## src/rtl/vga_timing_pkg.sv

```systemverilog
// Shared VGA timing constants (640x480 @ 60 Hz) and sync polarity, used by the
// timing generator and by the pixel generators that consume its counters.
package vga_timing_pkg;

    localparam int H_DISP  = 640;
    localparam int H_FP    = 16;
    localparam int H_SYNC  = 96;
    localparam int H_BP    = 48;
    localparam int H_TOTAL = H_DISP + H_FP + H_SYNC + H_BP;

    localparam int V_DISP  = 480;
    localparam int V_FP    = 10;
    localparam int V_SYNC  = 2;
    localparam int V_BP    = 33;
    localparam int V_TOTAL = V_DISP + V_FP + V_SYNC + V_BP;

    // Both syncs are active-low for this mode.
    localparam logic SYNC_ACTIVE = 1'b0;

    function automatic logic in_window(input logic [9:0] x,
                                       input logic [9:0] lo,
                                       input logic [9:0] hi);
        return (x >= lo) && (x < hi);
    endfunction

endpackage

```

## src/rtl/clk_en_div.sv

```systemverilog
// Free-running divider: en_out pulses for one clk every CLK_DIV clks, on the
// clk in which the count sits at CLK_DIV-1.
module clk_en_div #(
    parameter int CLK_DIV = 4
) (
    input  logic clk,
    input  logic rst_n,
    output logic en_out
);

    localparam int           W    = $clog2(CLK_DIV);
    localparam logic [W-1:0] LAST = W'(CLK_DIV - 1);

    logic [W-1:0] cnt_q;
    logic [W-1:0] cnt_d;

    always_comb begin
        cnt_d = cnt_q + W'(1);
        if (cnt_q == LAST) begin
            cnt_d = '0;
        end
    end

    always_ff @(posedge clk or negedge rst_n) begin
        if (!rst_n) begin
            cnt_q <= '0;
        end else begin
            cnt_q <= cnt_d;
        end
    end

    assign en_out = (cnt_q == LAST);

endmodule

```

## src/rtl/vga_timing_gen.sv

```systemverilog
// VGA raster timing: pixel/line counters plus sync, valid and start pulses,
// all registered from the decoded next count on each pixel-enable edge.
module vga_timing_gen #(
    parameter int CLK_DIV = 4,
    parameter int H_DISP  = vga_timing_pkg::H_DISP,
    parameter int H_FP    = vga_timing_pkg::H_FP,
    parameter int H_SYNC  = vga_timing_pkg::H_SYNC,
    parameter int H_BP    = vga_timing_pkg::H_BP,
    parameter int V_DISP  = vga_timing_pkg::V_DISP,
    parameter int V_FP    = vga_timing_pkg::V_FP,
    parameter int V_SYNC  = vga_timing_pkg::V_SYNC,
    parameter int V_BP    = vga_timing_pkg::V_BP
) (
    input  logic       clk,
    input  logic       rst_n,
    output logic       pix_en,
    output logic [9:0] h_cnt,
    output logic [9:0] v_cnt,
    output logic       hsync,
    output logic       vsync,
    output logic       valid,
    output logic       line_start,
    output logic       frame_start
);

    import vga_timing_pkg::*;

    localparam int         H_TOT    = H_DISP + H_FP + H_SYNC + H_BP;
    localparam int         V_TOT    = V_DISP + V_FP + V_SYNC + V_BP;
    localparam logic [9:0] H_LAST   = 10'(H_TOT - 1);
    localparam logic [9:0] V_LAST   = 10'(V_TOT - 1);
    localparam logic [9:0] H_VIS    = 10'(H_DISP);
    localparam logic [9:0] V_VIS    = 10'(V_DISP);
    localparam logic [9:0] HS_START = 10'(H_DISP + H_FP);
    localparam logic [9:0] HS_END   = 10'(H_DISP + H_FP + H_SYNC);
    localparam logic [9:0] VS_START = 10'(V_DISP + V_FP);
    localparam logic [9:0] VS_END   = 10'(V_DISP + V_FP + V_SYNC);

    logic       pix_en_w;
    logic [9:0] h_nxt, v_nxt;
    logic [9:0] h_q, h_d, v_q, v_d;
    logic       hsync_q, hsync_d, vsync_q, vsync_d, valid_q, valid_d;
    logic       line_start_q, line_start_d, frame_start_q, frame_start_d;

    clk_en_div #(.CLK_DIV(CLK_DIV)) u_div (
        .clk    (clk),
        .rst_n  (rst_n),
        .en_out (pix_en_w)
    );

    always_comb begin
        h_nxt = h_q + 10'd1;
        v_nxt = v_q;
        if (h_q == H_LAST) begin
            h_nxt = '0;
            v_nxt = (v_q == V_LAST) ? '0 : v_q + 10'd1;
        end
    end

    // Everything decodes the count being loaded, so outputs describe h_cnt/v_cnt
    // as they appear after the edge; the start pulses self-clear a clk later.
    always_comb begin
        h_d           = h_q;
        v_d           = v_q;
        hsync_d       = hsync_q;
        vsync_d       = vsync_q;
        valid_d       = valid_q;
        line_start_d  = 1'b0;
        frame_start_d = 1'b0;
        if (pix_en_w) begin
            h_d           = h_nxt;
            v_d           = v_nxt;
            hsync_d       = in_window(h_nxt, HS_START, HS_END) ? SYNC_ACTIVE : ~SYNC_ACTIVE;
            vsync_d       = in_window(v_nxt, VS_START, VS_END) ? SYNC_ACTIVE : ~SYNC_ACTIVE;
            valid_d       = (h_nxt < H_VIS) && (v_nxt < V_VIS);
            line_start_d  = (h_nxt == '0);
            frame_start_d = (h_nxt == '0) && (v_nxt == '0);
        end
    end

    always_ff @(posedge clk or negedge rst_n) begin
        if (!rst_n) begin
            h_q           <= '0;
            v_q           <= '0;
            hsync_q       <= ~SYNC_ACTIVE;
            vsync_q       <= ~SYNC_ACTIVE;
            valid_q       <= 1'b0;
            line_start_q  <= 1'b0;
            frame_start_q <= 1'b0;
        end else begin
            h_q           <= h_d;
            v_q           <= v_d;
            hsync_q       <= hsync_d;
            vsync_q       <= vsync_d;
            valid_q       <= valid_d;
            line_start_q  <= line_start_d;
            frame_start_q <= frame_start_d;
        end
    end

    assign pix_en      = pix_en_w;
    assign h_cnt       = h_q;
    assign v_cnt       = v_q;
    assign hsync       = hsync_q;
    assign vsync       = vsync_q;
    assign valid       = valid_q;
    assign line_start  = line_start_q;
    assign frame_start = frame_start_q;

endmodule
```

## config.mk

```make
export PLATFORM = sky130hd
export DESIGN_NAME = vga_timing_gen
export DESIGN_NICKNAME = d
export VERILOG_FILES = /design/src/rtl/vga_timing_pkg.sv /design/src/rtl/clk_en_div.sv /design/src/rtl/vga_timing_gen.sv
export SDC_FILE = /design/constraint.sdc
export NUM_CORES = 1
export LEC_CHECK = 0
export BUFFER_PORTS_ARGS = -buffer_cell sky130_fd_sc_hd__buf_2
export CAP_MARGIN = 20
export CORE_ASPECT_RATIO = 1.1
export CORE_MARGIN = 2
export CORE_UTILIZATION = 55
export DETAILED_ROUTE_END_ITERATION = 8
export PLACE_DENSITY_LB_ADDON = 0.3
export SYNTH_ARGS = -nofsm -noshare
export SYNTH_HDL_FRONTEND = slang
export SYNTH_SLANG_ARGS = --single-unit
export TNS_END_PERCENT = 50
```

## constraint.sdc

```tcl
create_clock -name clk -period 3.18 [get_ports clk]
set_input_delay 0 -clock clk [delete_from_list [all_inputs] [get_ports clk]]
set_output_delay 0 -clock clk [all_outputs]
set_load 0.01 [all_outputs]
```

==> Yosys cells after proc, flatten, opt, wreduce, memory -nomap -nowiden <==
Cells that the tools add are included.
{ "word_totals": {"ramBits": 0, "memories": 0, "romBits": 0, "in_bits": 2, "elab_cells": 34, "out_inout_bits": 26, "reg_bits": 27, "latch_bits": 0} }
{ "classes": {"bitwise": 0, "n_mux": 8, "addsub": 3, "multipliers": 0, "eq_ne": 3, "shifts": 0, "n_lt_le_gt_ge": 6, "reduce_logical": 6, "n_div": 0} }
{ "ops": {"columns": ["cell", "n"], "rows": [
  ["$mux 10", 3],
  ["$add 10x1->10 const B", 2],
  ["$eq 10x10->1 const B", 2],
  ["$logic_not 10->1", 2],
  ["$lt 10x10->1 const B", 2],
  ["$lt 10x9->1 const B", 2],
  ["$ge 10x10->1 const B", 1],
  ["$ge 10x9->1 const B", 1],
  ["$logic_and 1x1->1", 4],
  ["$mux 1", 4],
  ["$add 2x1->2 const B", 1],
  ["$eq 2x2->1 const B", 1],
  ["$mux 2", 1]
]} }

==> Depth between registers and ports, before layout <==
{ "depth": {"word_depth": 6, "ltp_mapped": 8, "depth_no_buf": 7} }

==> Hierarchy <==
Synthesis repeated with hierarchy kept, for this count alone.
{ "unflattened": {"cells_unflattened": 218, "area_unflattened_um2": 1880.6} }
{ "modules_own_cells": {"columns": ["module", "cells_each", "area_per_inst_um2", "seq_area_each_um2", "instances"], "rows": [
  ["vga_timing_gen", 214, 1814.2, 628.1, 1],
  ["clk_en_div", 4, 66.3, 50.0, 1]
]} }

==> Least setup slack after synthesis <==
No wires, ideal clock.
{ "synth_path": {"kind": "reg-to-reg", "start": "register h_q[7], in the netlist h_cnt[7]", "end": "register frame_start_q, in the netlist frame_start", "synth_period_minus_slack_ps": 2120, "setup_slack_ps": 1060, "stages_incl_launch_ff": 7, "t_arrival_ps": 2015, "setup_ps": 105, "n_path_buf": 1, "required_time_ps": 3075, "cell_sequence": "dfrtp_1 > buf_6 > or4b_4 > nor3_4 > mux2i_1 > o211ai_1 > nor4b_1"} }
{ "synth_via": {"elab_chain_len": 5, "elab_cells_between_ends": 8, "cone_classes": "add/sub (1); eq/ne (1); mux (3); reduce/logical (3)"} }
{ "synth_lines": {"columns": ["element", "line_no", "rtl"], "rows": [
  ["from (decl)", "vga_timing_gen.sv:41", "logic [9:0] h_q, h_d, v_q, v_d;"],
  ["from (signal assigned)", "vga_timing_gen.sv:83", "h_q <= '0;"],
  ["from (signal assigned)", "vga_timing_gen.sv:91", "h_q <= h_d;"],
  ["$add 10x1->10 / $eq 10x10->1 (equally long branches)", "vga_timing_gen.sv:52, vga_timing_gen.sv:54", null],
  ["$mux 10", "vga_timing_gen.sv:54", "if (h_q == H_LAST) begin"],
  ["$logic_not 10->1", "vga_timing_gen.sv:77", "frame_start_d = (h_nxt == '0) && (v_nxt == '0);"],
  ["$logic_and 1x1->1 (*)", "vga_timing_gen.sv:77", null],
  ["$mux 1 (*)", "vga_timing_gen.sv:70", "if (pix_en_w) begin"],
  ["net frame_start_d", "vga_timing_gen.sv:43", "logic line_start_q, line_start_d, frame_start_q, frame_start_d;"],
  ["to (signal assigned)", "vga_timing_gen.sv:97", "frame_start_q <= frame_start_d;"],
  ["to (decl)", "vga_timing_gen.sv:43", null]
]} }
The timed path passes the listed nets; every way through them passes the cells marked *.
A chain may end at the register's enable or synchronous reset.

==> Worst setup path in the final report <==
{ "layout_path": {"start": "register h_q[5], in the netlist h_cnt[5]", "end": "register frame_start_q, in the netlist frame_start"} }
The elaborated chain is that of the path after synthesis.

==> flow_metrics.env <==
export IMPL_outcome="completed"
export IMPL_start_util=0.571
export IMPL_place_area_um2=2010
export IMPL_worst_pin_slew_ps=652
export IMPL_rsz0062_at_grt="no"
export IMPL_finalCritPeriodShare=0.789
export IMPL_hold_violations=0
export IMPL_grt_total_usage=0.240
export IMPL_yosysTopAreaCell="dfrtp_1"
export IMPL_antenna_cells=0
export IMPL_reg2reg_slack_ps=670
export IMPL_slew_headroom=0.560
export IMPL_required_ps=3410
export IMPL_worstPathCellList="or4b_4, nor3_4, mux2i_1, o211ai_1, nor4b_1"
export IMPL_drt_pass1_iterations=5
export IMPL_yosysTopAreaCellShare=0.329
export IMPL_cp_end_kind="register"
export IMPL_die_x_um=60.1
export IMPL_gp_congestion=0.977
export IMPL_cts_buffer_depth=2
export IMPL_worstReg2RegEnd="frame_start$_DFF_PN0_"
export IMPL_cellLeakagePower_nw=0.846
export IMPL_overflow=0
export IMPL_synthToLayoutAreaGrowth_pct=7.90
export IMPL_synth_seq_cells=27
export IMPL_cts_htree_levels=1
export IMPL_min_period_ps=2510
export IMPL_cts_buffers=3
export IMPL_ys_seq_area_frac=0.357
export IMPL_synth_area_leaders="dfrtp_1 (33%), xnor2_1 (5.5%), nand2_1 (3.6%), ha_1 (3.3%), nor2_1 (3.2%)"
export IMPL_post_cts_buffers=0
export IMPL_critical_path_class="register to register"
export IMPL_slowest_stage="or4b_4"
export IMPL_synth_cell_types=52
export IMPL_ios=28
export IMPL_grt_pass1_wl_um=7220
export IMPL_cts_resized=0
export IMPL_io_buffers=27
export IMPL_fp_coreArea_um2=3330
export IMPL_post_place_ws_ps=730
export IMPL_async_flop_share=1.00
export IMPL_dr_first_iter_drc_count=159
export IMPL_critical_path_top_delay_family="simple AND/OR/NAND/NOR gates"
export IMPL_fmaxAchievable_mhz=398
export IMPL_max_cap_viol_count=0
export IMPL_synth_nets=223
export IMPL_syn_inst=216
export IMPL_ys_warn_count=0
export IMPL_dp_cells=275
export IMPL_dieArea_um2=3940
export IMPL_worst_path_buf_inv=0
export IMPL_drive_above_1_share=0.207
export IMPL_hp_class="primary input to asynchronous set/reset pin"
export IMPL_cts_tree="done"
export IMPL_hpwl_um=3230
export IMPL_fin_cells=280
export IMPL_die_y_um=65.7
export IMPL_syn_area_per_cell_um2=8.80
export IMPL_layout_nets=240
export IMPL_route_detailed_drc=0
export IMPL_num_rows=22
export IMPL_finalSetupViolCount=0
export IMPL_worst_slack_ps=670
export IMPL_utilization=0.616
export IMPL_worstSkewPairLatency_ps=320
export IMPL_startpoint="h_cnt[5]$_DFFE_PN0P_"
export IMPL_num_vias=1750
export IMPL_drt_wl_total_um=4450
export IMPL_worstPathMaxFanout=14
export IMPL_synth_edf_count=0
export IMPL_cts_root_buf="clkbuf_4"
export IMPL_ir_worst_vdd_mv=0.130
export IMPL_synth_area_um2=1900
export IMPL_critical_path_startpoint_type="register"
export IMPL_grt_pass1_vias=1578
export IMPL_p_per_area_nw_per_um2=244
export IMPL_grt_antenna_before_repair=0
export IMPL_postLayoutCellArea_um2=2050
export IMPL_slew_violations=0
export IMPL_fillers=316
export IMPL_finClkSkew_ps=2.68
export IMPL_synth_ff_type="dfrtp_1"
export IMPL_worstPathArrival_ps=2740
export IMPL_wire_per_inst_um=15.9
export IMPL_path_clk_slew_ps=140
export IMPL_cts_sinks=27
export IMPL_ant_nets=0
export IMPL_ff2ff_path_depth=5
export IMPL_grt_max_degree=28
export IMPL_max_stage_delay_ps=630
export IMPL_fin_setup_tns_ps=0
export IMPL_vias_per_cell=6.25
export IMPL_timing_rr_start="h_cnt[5]$_DFFE_PN0P_"
flip-flops by register name, indices dropped and copies added, names as in the netlist:
| register | cells |
|---|---|
| h_cnt | 10 |
| v_cnt | 10 |
| u_div.cnt_q | 2 |
| frame_start | 1 |
| hsync | 1 |
| line_start | 1 |
| valid | 1 |
| vsync | 1 |
metal layers:
layer / wire length, um / global-route usage / vias to the layer above
li1: - / - / 835
met1: 1950 / 0.320 / 850
met2: 2230 / 0.393 / 54
met3: 170 / 0.0276 / 11
met4: 106 / 0.0917 / 0
met5: 0 / 0 / -
layout make-up:
cell class | instances | area (um2) | share of cell area
multi-input cells | 162 | 1100 | 0.534
flip-flops and latches | 27 | 678 | 0.331
repair buffers | 29 | 153 | 0.0744
well taps | 48 | 60.1 | 0.0293
inverters | 10 | 37.5 | 0.0183
clock buffers | 4 | 26.3 | 0.0128
synthesized netlist by cell type (2+ instances only):
cell type   n
a211oi_1    4
a21oi_1    11
a22o_1      2
a31oi_1     5
and3_1      4
and4_1      5
buf_2      10
clkbuf_1    4
dfrtp_1    25
dfstp_2     2
ha_1        5
inv_1      10
mux2_2      2
mux2i_1     2
nand2_1    18
nand2b_1    3
nand3_1    10
nand4_1     7
nor2_1     16
nor3_1      6
nor4_1      4
nor4b_1     4
o211ai_1    4
o21ai_0     9
o22ai_1     3
o31ai_1     4
xnor2_1    12
power breakdown:
part / switching (mW) / internal, mW
Clock: 0.101 / 0.0491
Sequential: 0 / 0.344
Combinational: 0.00660 / 0.00123
cell families (layout without fill, tap and decap cells):
logic type,count (synthesis),count (layout),share of synthesized area
buffers and inverters,27,43,0.0665
muxes,4,4,0.0224
AOI/OAI and AO/OA,54,54,0.199
DFF,27,27,0.357
xor gates and xnor gates,12,12,0.0553
adders and majority gates,5,5,0.0329
and+or+nand+nor,87,87,0.267
placed cells by master (no fill, tap or decap), types with 3 or more instances in the layout:
master	netlist	layout
nand3_1	10	10
nand2b_1	3	3
o31ai_1	4	4
buf_2	10	27
nor3_1	6	6
and3_1	4	4
xnor2_1	12	12
dfrtp_1	25	25
inv_1	10	10
ha_1	5	5
and4_1	5	5
a21oi_1	11	11
nor4_1	4	4
o22ai_1	3	3
nand4_1	7	7
o21ai_0	9	9
nand2_1	18	18
a211oi_1	4	4
nor4b_1	4	4
clkbuf_4	0	3
a31oi_1	5	5
nor2_1	16	16
o211ai_1	4	4
timing repair:
item / CTS / global route
hold endpoints to repair: 25 / 0
hold buffers: 1 / 0
setup endpoints to repair: 0 / 0
stage by stage:
step / hold slack (ps) / power [mW]
after floorplan: -296 / 0.350
after detailed placement: 46.2 / 0.357
after global routing: 254 / 0.526
final: 202 / 0.501
after global placement: 45.7 / 0.357
after CTS: 216 / 0.506
worst max-delay path by stage:
| stage | endpoint | slack [ps] | depth (start not counted) |
|---|---|---|---|
| final | frame_start$_DFF_PN0_ | 670 | 5 |
| after global routing | frame_start$_DFF_PN0_ | 400 | 5 |
| after CTS | frame_start$_DFF_PN0_ | 700 | 5 |
| after detailed placement | frame_start$_DFF_PN0_ | 730 | 5 |
| after global placement | frame_start$_DFF_PN0_ | 740 | 5 |
| after floorplan | frame_start$_DFF_PN0_ | 1060 | 6 |
No activity file was read; power rests on OpenSTA's default activity.
